### src/rtl/fetch_stage_if.sv
// Fetch-stage bus: instruction-memory port, hazard/redirect controls and IF/ID outputs.
// The master modport is the fetch stage itself; slave is the surrounding pipeline/memory.
interface fetch_stage_if;
   // Control from hazard unit / branch resolution
   logic        stall;
   logic        redirect;
   logic [31:0] redirect_pc;
   logic        halt_req;
   // Instruction memory (combinational read)
   logic [31:0] Instruction;
   logic [31:0] Address;
   // IF/ID register and status
   logic [31:0] ifid_instr;
   logic [31:0] ifid_pc;
   logic [31:0] ifid_pc_plus1;
   logic        ifid_valid;
   logic        halted;
   logic [15:0] fetch_cnt;
   logic [15:0] bubble_cnt;

   modport master (
      input  stall,
      input  redirect,
      input  redirect_pc,
      input  halt_req,
      input  Instruction,
      output Address,
      output ifid_instr,
      output ifid_pc,
      output ifid_pc_plus1,
      output ifid_valid,
      output halted,
      output fetch_cnt,
      output bubble_cnt
   );

   modport slave (
      output stall,
      output redirect,
      output redirect_pc,
      output halt_req,
      output Instruction,
      input  Address,
      input  ifid_instr,
      input  ifid_pc,
      input  ifid_pc_plus1,
      input  ifid_valid,
      input  halted,
      input  fetch_cnt,
      input  bubble_cnt
   );
endinterface

### src/rtl/fetch_stage.sv
// Instruction fetch stage: word-indexed PC, IF/ID pipeline register, BOOT/RUN/HALT control
// and saturating fetch/bubble counters. Reset is synchronous and active-low.
module fetch_stage #(
   parameter logic [31:0] RESET_PC = 32'h0000_0000,
   parameter logic [31:0] NOP_WORD = 32'h0000_0000
) (
   input  logic                 clk,
   input  logic                 rst_n,
   fetch_stage_if.master        bus
);

   typedef enum logic [1:0] {
      StBoot = 2'd0,
      StRun  = 2'd1,
      StHalt = 2'd2
   } state_e;

   state_e      state_q, state_d;
   logic [31:0] pc_q, pc_d;
   logic [31:0] ifid_instr_q, ifid_instr_d;
   logic [31:0] ifid_pc_q, ifid_pc_d;
   logic [31:0] ifid_pc_plus1_q, ifid_pc_plus1_d;
   logic        ifid_valid_q, ifid_valid_d;
   logic [15:0] fetch_cnt_q, fetch_cnt_d;
   logic [15:0] bubble_cnt_q, bubble_cnt_d;

   logic [31:0] pc_plus1;
   logic        load_bubble;
   logic        fetch_inc;
   logic        bubble_inc;

   // Wraps naturally from 32'hFFFFFFFF to 0
   assign pc_plus1 = pc_q + 32'd1;

   // Next-state and IF/ID control; redirect beats halt_req beats stall in RUN
   always_comb begin
      state_d         = state_q;
      pc_d            = pc_q;
      ifid_instr_d    = ifid_instr_q;
      ifid_pc_d       = ifid_pc_q;
      ifid_pc_plus1_d = ifid_pc_plus1_q;
      ifid_valid_d    = ifid_valid_q;
      load_bubble     = 1'b0;
      fetch_inc       = 1'b0;
      bubble_inc      = 1'b0;

      unique case (state_q)
         StBoot: begin
            state_d     = StRun;
            load_bubble = 1'b1;
         end
         StRun: begin
            if (bus.redirect) begin
               // A redirect squashes the stall as well: the wrong-path slot becomes a bubble
               pc_d        = bus.redirect_pc;
               load_bubble = 1'b1;
               bubble_inc  = 1'b1;
            end else if (bus.halt_req) begin
               state_d     = StHalt;
               load_bubble = 1'b1;
            end else if (bus.stall) begin
               bubble_inc  = 1'b1;
            end else begin
               pc_d            = pc_plus1;
               ifid_instr_d    = bus.Instruction;
               ifid_pc_d       = pc_q;
               ifid_pc_plus1_d = pc_plus1;
               ifid_valid_d    = 1'b1;
               fetch_inc       = 1'b1;
            end
         end
         StHalt: begin
            load_bubble = 1'b1;
         end
         default: begin
            state_d     = StBoot;
            load_bubble = 1'b1;
         end
      endcase

      if (load_bubble) begin
         ifid_instr_d    = NOP_WORD;
         ifid_pc_d       = 32'd0;
         ifid_pc_plus1_d = 32'd0;
         ifid_valid_d    = 1'b0;
      end
   end

   // Saturating counters: stick at all-ones instead of wrapping
   always_comb begin
      fetch_cnt_d  = fetch_cnt_q;
      bubble_cnt_d = bubble_cnt_q;
      if (fetch_inc && (fetch_cnt_q != 16'hFFFF)) begin
         fetch_cnt_d = fetch_cnt_q + 16'd1;
      end
      if (bubble_inc && (bubble_cnt_q != 16'hFFFF)) begin
         bubble_cnt_d = bubble_cnt_q + 16'd1;
      end
   end

   // State, PC, IF/ID and counters; reset overrides every other input
   always_ff @(posedge clk) begin
      if (!rst_n) begin
         state_q         <= StBoot;
         pc_q            <= RESET_PC;
         ifid_instr_q    <= NOP_WORD;
         ifid_pc_q       <= 32'd0;
         ifid_pc_plus1_q <= 32'd0;
         ifid_valid_q    <= 1'b0;
         fetch_cnt_q     <= 16'd0;
         bubble_cnt_q    <= 16'd0;
      end else begin
         state_q         <= state_d;
         pc_q            <= pc_d;
         ifid_instr_q    <= ifid_instr_d;
         ifid_pc_q       <= ifid_pc_d;
         ifid_pc_plus1_q <= ifid_pc_plus1_d;
         ifid_valid_q    <= ifid_valid_d;
         fetch_cnt_q     <= fetch_cnt_d;
         bubble_cnt_q    <= bubble_cnt_d;
      end
   end

   // Address goes straight from the PC register to instruction memory
   assign bus.Address       = pc_q;
   assign bus.ifid_instr    = ifid_instr_q;
   assign bus.ifid_pc       = ifid_pc_q;
   assign bus.ifid_pc_plus1 = ifid_pc_plus1_q;
   assign bus.ifid_valid    = ifid_valid_q;
   assign bus.halted        = (state_q == StHalt);
   assign bus.fetch_cnt     = fetch_cnt_q;
   assign bus.bubble_cnt    = bubble_cnt_q;

endmodule

### src/flat_wrapper.sv
// flat-port wrapper written by rule: the top's interface ports become plain ports
module fetch_stage_flat 
#(
   parameter logic [31:0] RESET_PC = 32'h0000_0000,
   parameter logic [31:0] NOP_WORD = 32'h0000_0000
)
  (clk, rst_n, bus_stall, bus_redirect, bus_redirect_pc, bus_halt_req, bus_Instruction, bus_Address, bus_ifid_instr, bus_ifid_pc, bus_ifid_pc_plus1, bus_ifid_valid, bus_halted, bus_fetch_cnt, bus_bubble_cnt);
  fetch_stage_if bus_i ();
  input  logic clk;
  input  logic rst_n;
  input wire logic [$bits(bus_i.stall)-1:0] bus_stall;
  input wire logic [$bits(bus_i.redirect)-1:0] bus_redirect;
  input wire logic [$bits(bus_i.redirect_pc)-1:0] bus_redirect_pc;
  input wire logic [$bits(bus_i.halt_req)-1:0] bus_halt_req;
  input wire logic [$bits(bus_i.Instruction)-1:0] bus_Instruction;
  output wire logic [$bits(bus_i.Address)-1:0] bus_Address;
  output wire logic [$bits(bus_i.ifid_instr)-1:0] bus_ifid_instr;
  output wire logic [$bits(bus_i.ifid_pc)-1:0] bus_ifid_pc;
  output wire logic [$bits(bus_i.ifid_pc_plus1)-1:0] bus_ifid_pc_plus1;
  output wire logic [$bits(bus_i.ifid_valid)-1:0] bus_ifid_valid;
  output wire logic [$bits(bus_i.halted)-1:0] bus_halted;
  output wire logic [$bits(bus_i.fetch_cnt)-1:0] bus_fetch_cnt;
  output wire logic [$bits(bus_i.bubble_cnt)-1:0] bus_bubble_cnt;
  assign bus_i.stall = bus_stall;
  assign bus_i.redirect = bus_redirect;
  assign bus_i.redirect_pc = bus_redirect_pc;
  assign bus_i.halt_req = bus_halt_req;
  assign bus_i.Instruction = bus_Instruction;
  assign bus_Address = bus_i.Address;
  assign bus_ifid_instr = bus_i.ifid_instr;
  assign bus_ifid_pc = bus_i.ifid_pc;
  assign bus_ifid_pc_plus1 = bus_i.ifid_pc_plus1;
  assign bus_ifid_valid = bus_i.ifid_valid;
  assign bus_halted = bus_i.halted;
  assign bus_fetch_cnt = bus_i.fetch_cnt;
  assign bus_bubble_cnt = bus_i.bubble_cnt;
  fetch_stage #(.RESET_PC(RESET_PC), .NOP_WORD(NOP_WORD)) u_core (.clk(clk), .rst_n(rst_n), .bus(bus_i));
endmodule
### config.mk
export PLATFORM = sky130hd
export DESIGN_NAME = fetch_stage_flat
export DESIGN_NICKNAME = d
export VERILOG_FILES = /design/src/rtl/fetch_stage_if.sv /design/src/rtl/fetch_stage.sv /design/src/flat_wrapper.sv
export SDC_FILE = /design/constraint.sdc
export NUM_CORES = 1
export LEC_CHECK = 0
export BUFFER_PORTS_ARGS = -buffer_cell sky130_fd_sc_hd__buf_2
export CAP_MARGIN = 20
export CORE_MARGIN = 1
export CORE_UTILIZATION = 30
export DETAILED_ROUTE_END_ITERATION = 16
export HOLD_SLACK_MARGIN = 0.08
export PLACE_DENSITY_LB_ADDON = 0.25
export SLEW_MARGIN = 10
export SYNTH_ARGS = -nofsm -noshare
export SYNTH_HDL_FRONTEND = slang
export SYNTH_SLANG_ARGS = --single-unit
### constraint.sdc
create_clock -name clk -period 5.5 [get_ports clk]
set_input_delay 0.275 -clock clk [delete_from_list [all_inputs] [get_ports clk]]
set_output_delay 0.275 -clock clk [all_outputs]
set_load 0.01 [all_outputs]
==> flow_summary.ini, run 1 <==
[yosys]
synth_nets = 964
yosys-top-cells-area = dfxtp_1, nor2_1, nor3_1
synth_flop_cell = dfxtp_1
synthTopCellsByCount = dfxtp_1, nor2_1, nor3_1
synth_cells = 892
synth.distinct_cells = 59
netlist_area_mm2 = 0.00727
synth_top_cell_area_share = 0.449
synth.most_common_cell = dfxtp_1
synth_edf_count = 0
synth_warnings = 0
ys_seq_area_frac = 0.449
ys_async_sr_fraction = 0
yosys.area.top_type = dfxtp_1
syn_avg_cell_area_um2 = 8.15
ys_seq_elements = 163

[clocking]
clkLatencyLatePin_ps = 430
clk_pin_slew_ps = 60
cts.sinks = 163
cts_resized = 0
htreeDepth = 4
cts_tree = built
cts_buffers = 17
cts-root-buf = clkbuf_16
clk_path_buf_depth = 2

[pwr]
comb_power_share = 0.074
p_seq_frac = 0.447
sw_frac_of_total = 0.238
vdd_drop_max_v = 0.000159
power_frac_clock = 0.479
power_density_mw_per_mm2 = 296
p_leak_nw = 3.75
p_switching_w = 0.000656
internal_power_w = 0.00210

[grt]
grt_start_max_net_pins = 104
grt_overflow = 0
grt_pass1_wl_mm = 37.7
antenna_found_initial = 2
grt_pass1_vias = 6667
grt.total_usage = 0.198

[job]
drv_cap = 0

[timing]
setup_tns_ps = 0
timing.fmax_ghz = 0.366
grt_setup_unrepaired = no
slew_headroom = 0.261
finalMaxSlewViolations = 0
fin_crit_ps = 2730
tightest_slew_ps = 1110
clock-skew-final_ps = 6.44
setup_slack_ps = 2770
timing.final.crit_share = 0.497
finalHoldViolCount = 0
setup_viol = 0

[min_path]
hp-start = bus_Instruction[12]
worstHoldPathType = input pin to flop

[layout]
register_area_mm2 = 0.00326
area_growth_pct = 28.0
multi_input_area_mm2 = 0.00371
finish.utilization = 0.394
layout.nets = 1155
final_cells = 1416
fill_cells = 2505
drive_gt1_frac = 0.260

[floorplan]
ios = 231
fp.dieH_um = 158
start_util = 0.308
core_mm2 = 0.0236
die_width_um = 158
die_area_mm2 = 0.0249
rows = 56

[route]
wl_per_cell_um = 17.4
avgViaCountPerCell = 5.14
num_vias = 7282
ant_nets = 0
drcViolationCount = 0
drtPass1Iterations = 5
drt-total-wl_mm = 24.7
drt_iter0_drc = 537

[placed_design]
io_buffer_count = 230
dp_hpwl_mm = 17.1
place.gp.congestion = 0.836
dp_slack_ps = 2810
dp_cells = 1381

[worst_setup_path]
endpoint_kind = flop
crit_path_start = u_core.state_q[1]
critPathArrivalTime_ps = 3050
critPathMostFrequentCell = buf_4
critical-path-top-delay-family = simple AND/OR/NAND/NOR gates
start_kind = flop
cpMaxStageDelayCell = or4b_2
cp_data_required_time_ps = 5820
r2r_start = u_core.state_q[1]
worstSetupPathType = flop to flop
slowest_delay_ps = 670
worstPathMaxFanout = 41
path_cells = or4b_2 -> buf_4 -> nor2_2 -> buf_4 -> nor2_1 -> a211oi_1
cp.buffers_inverters = 2

[status]
status = finished, final reports clean
## power groups by stage
stage	clock network (W)	logic, W	registers (W)
2_1_floorplan	0	0.000119	0.00125
3_3_place_gp	0	0.000204	0.00126
3_5_place_dp	0	0.000204	0.00126
4_1_cts	0.00135	0.000206	0.00123
5_1_grt	0.00140	0.000226	0.00124
6_report	0.00132	0.000204	0.00123
## routing by layer
layer | track usage | vias up | share of wire
li1 | - | 3570 | -
met1 | 0.257 | 3453 | 0.45
met2 | 0.314 | 228 | 0.47
met3 | 0.0474 | 29 | 0.062
met4 | 0.0758 | 2 | 0.022
met5 | 0 | - | 0.00069
## cell usage in the layout, fill, tap and decap left out, types with 3 or more instances in the layout
cell,count
o22ai_1,15
buf_2,229
nand2_1,50
o21ai_0,52
and4_1,4
a21oi_1,48
nor4_1,14
and2_1,7
a211oi_1,16
nor3_1,89
or3_1,6
a22oi_1,12
nand3_1,26
a22o_1,5
clkbuf_16,17
nor2_1,140
o21a_1,4
o211ai_1,5
nor4b_1,3
dfxtp_1,163
nand2b_1,3
nor2b_1,5
nor3b_1,4
buf_4,14
o31a_1,3
and3_1,11
a31oi_1,12
nand4_1,20
ha_1,3
inv_1,7
xnor2_1,37
mux2i_1,6
bufinv_16,5
clkinv_2,4
xor2_1,15
## cells by family (layout without fill, tap and decap cells)
kind of cell             after synthesis  count (layout)  synth area share
AO/OA/AOI/OAI                        191             191             0.163
XOR/XNOR                              52              52            0.0627
adder cells (fa/ha/maj)                3               3           0.00516
buffers and inverters                 80             283            0.0423
flip-flops                           163             163             0.449
multiplexers                           6               6           0.00826
other                                  0               2                 0
AND/OR/NAND/NOR                      397             397             0.269
## what timing repair did
item / in CTS / in global routing
setup buffers: 0 / 0
endpoints found under the hold margin: 1 / 0
hold buffers: 1 / 0
## worst paths after layout
path | end | slack, ps | cells after the start
setup / recovery | u_core.bus.ifid_pc_plus1[3] | 2770 | 6
hold / removal | u_core.bus.ifid_instr[12] | 110 | 3
setup reg to reg | u_core.bus.ifid_pc_plus1[3] | 2770 | 6
hold reg to reg | u_core.bus.ifid_pc[0] | 470 | 2
## worst min-delay path: cells and delay by family
| kind | cells | cell delay (ps) |
|---|---|---|
| simple gates | 2 | 140 |
| buf+inv | 1 | 70 |
## area by class of cell
class                   count  area share
inverters                   8     0.00323
diodes                      2    0.000538
flip-flops and latches    163       0.351
repair buffers            244       0.136
clock buffers              21      0.0495
multi-input cells         649       0.398
well taps                 319      0.0429
clock inverters            10      0.0192
## flip-flops by register name, summed over array words and instances (netlist names)
signal	cells
u_core.bus.Address	32
u_core.bus.bubble_cnt	16
u_core.bus.fetch_cnt	16
u_core.bus.ifid_instr	32
u_core.bus.ifid_pc	32
u_core.bus.ifid_pc_plus1	32
u_core.bus.ifid_valid	1
u_core.state_q	2
## through the flow
step	instance area (µm²)	hold WS, ps	total power (W)
after floorplan	7270	425	0.00137
after global placement	8640	446	0.00146
after detailed placement	8640	451	0.00146
after CTS	9290	94.6	0.00279
after global routing	9300	106	0.00286
final	9310	113	0.00276
(Power assumes the default switching activity.)
==> run 2: changes to the inputs <==
clock period = 2.83 ns   (was 5.5 ns; I/O delays follow)
==> flow_summary.ini, run 2 (synthesis gave the netlist of run 1 again) <==
[grt]
grt_overflow = 0
grt_start_max_net_pins = 104
antenna_found_initial = 2
grt_pass1_wl_mm = 38.0
grt.total_usage = 0.198
grt_pass1_vias = 6632

[timing]
timing.fmax_ghz = 0.443
grt_setup_unrepaired = no
timing.final.crit_share = 0.798
finalMaxSlewViolations = 0
finalHoldViolCount = 0
fin_crit_ps = 2260
clock-skew-final_ps = 9.29
setup_tns_ps = 0
setup_viol = 0
tightest_slew_ps = 1090
slew_headroom = 0.274

[route]
drcViolationCount = 0
drt_iter0_drc = 520
avgViaCountPerCell = 5.07
wl_per_cell_um = 16.9
drtPass1Iterations = 5
drt-total-wl_mm = 25.0
ant_nets = 0
num_vias = 7498

[clocking]
cts-root-buf = clkbuf_16
clk_pin_slew_ps = 60
cts_resized = 0
clk_path_buf_depth = 2
cts.sinks = 163
htreeDepth = 4
cts_buffers = 17
clkLatencyLatePin_ps = 420
cts_tree = built
cts_setup_buffers = 0

[placed_design]
io_buffer_count = 230
place.gp.congestion = 0.828
dp_hpwl_mm = 17.3

[worst_setup_path]
slowest_delay_ps = 670
worstPathMaxFanout = 9
start_kind = flop
cpMaxStageDelayCell = nor4_2
cp.buffers_inverters = 0
endpoint_kind = flop
critPathArrivalTime_ps = 2570
cp_data_required_time_ps = 3140
critical-path-top-delay-family = simple AND/OR/NAND/NOR gates
worstSetupPathType = flop to flop
path_cells = nand3_1 -> nor4_2 -> and2_1 -> a41oi_1 -> o31a_1
regToRegSetupSlack_ps = 570

[floorplan]
fp.dieH_um = 158
start_util = 0.308
ios = 231
rows = 56
die_area_mm2 = 0.0249
die_width_um = 158
core_mm2 = 0.0236

[pwr]
p_total_w = 0.00520
power_density_mw_per_mm2 = 528
p_leak_nw = 3.99
vdd_drop_max_v = 0.000374

[layout]
final_common_cell = buf_2
area_growth_pct = 35.6
layout_common_cells = buf_2, dfxtp_1, nor2_1, nor3_1, o21ai_0
drive_gt1_frac = 0.262
layout.nets = 1217
fill_cells = 2445

[min_path]
worstHoldPathType = input pin to flop

[job]
drv_cap = 0

[status]
status = finished, final reports clean
run 2: layer usage:
layer / global-route usage / routed length [µm] / vias to the layer above / part of all wire
li1: - / - / 3708 / -
met1: 0.261 / 11200 / 3526 / 0.45
met3: 0.0468 / 1510 / 35 / 0.060
met2: 0.315 / 11800 / 227 / 0.47
met5: 0 / 13 / - / 0.00052
met4: 0.0703 / 513 / 2 / 0.021
run 2: power by group:
part,switching (W),internal [W]
sequential,0.0000563,0.00233
clock,0.00101,0.00133
combinational,0.000269,0.000203
total,0.00134,0.00387
run 2: worst paths after layout:
check	start	depth (start not counted)	to
worst min-delay path	bus_redirect_pc[27]	3	u_core.bus.Address[27]
worst min register to register	u_core.bus.ifid_valid	2	u_core.bus.ifid_valid
worst max-delay path	u_core.bus.Address[3]	5	u_core.bus.Address[27]
worst max register to register	u_core.bus.Address[3]	5	u_core.bus.Address[27]
run 2: what timing repair did:
item                                    4_1_cts  5_1_grt
endpoints found under the setup margin        0        0
endpoints found under the hold margin        48        0
hold buffers                                 48        0
run 2: final cells by class:
| class | count | area [µm²] | share of cell area |
|---|---|---|---|
| Tap cell | 319 | 399 | 0.0405 |
| Antenna cell | 2 | 5.00 | 0.000508 |
| Inverter | 8 | 30.0 | 0.00305 |
| Clock buffer | 18 | 439 | 0.0446 |
| Multi-Input combinational cell | 649 | 3710 | 0.376 |
| Timing Repair Buffer | 306 | 1860 | 0.188 |
| Sequential cell | 163 | 3260 | 0.331 |
| Clock inverter | 14 | 155 | 0.0157 |
run 2: metrics by stage:
stage | std cells | hold WS [ps] | cell area [µm²] | worst slack [ps] | util
after floorplan | 892 | 292 | 7270 | 838 | -
after global placement | 1397 | 406 | 8780 | 624 | 0.372
after detailed placement | 1397 | 417 | 8780 | 591 | 0.372
after CTS | 1477 | 84.9 | 9850 | 569 | 0.417
after global routing | 1478 | 99.2 | 9850 | 408 | 0.417
final | 1479 | 103 | 9860 | 571 | 0.417
run 2: tightest hold or removal path, stage by stage:
cell and delay, ps:
buf_2 100, a22o_1 140, o31a_1 110
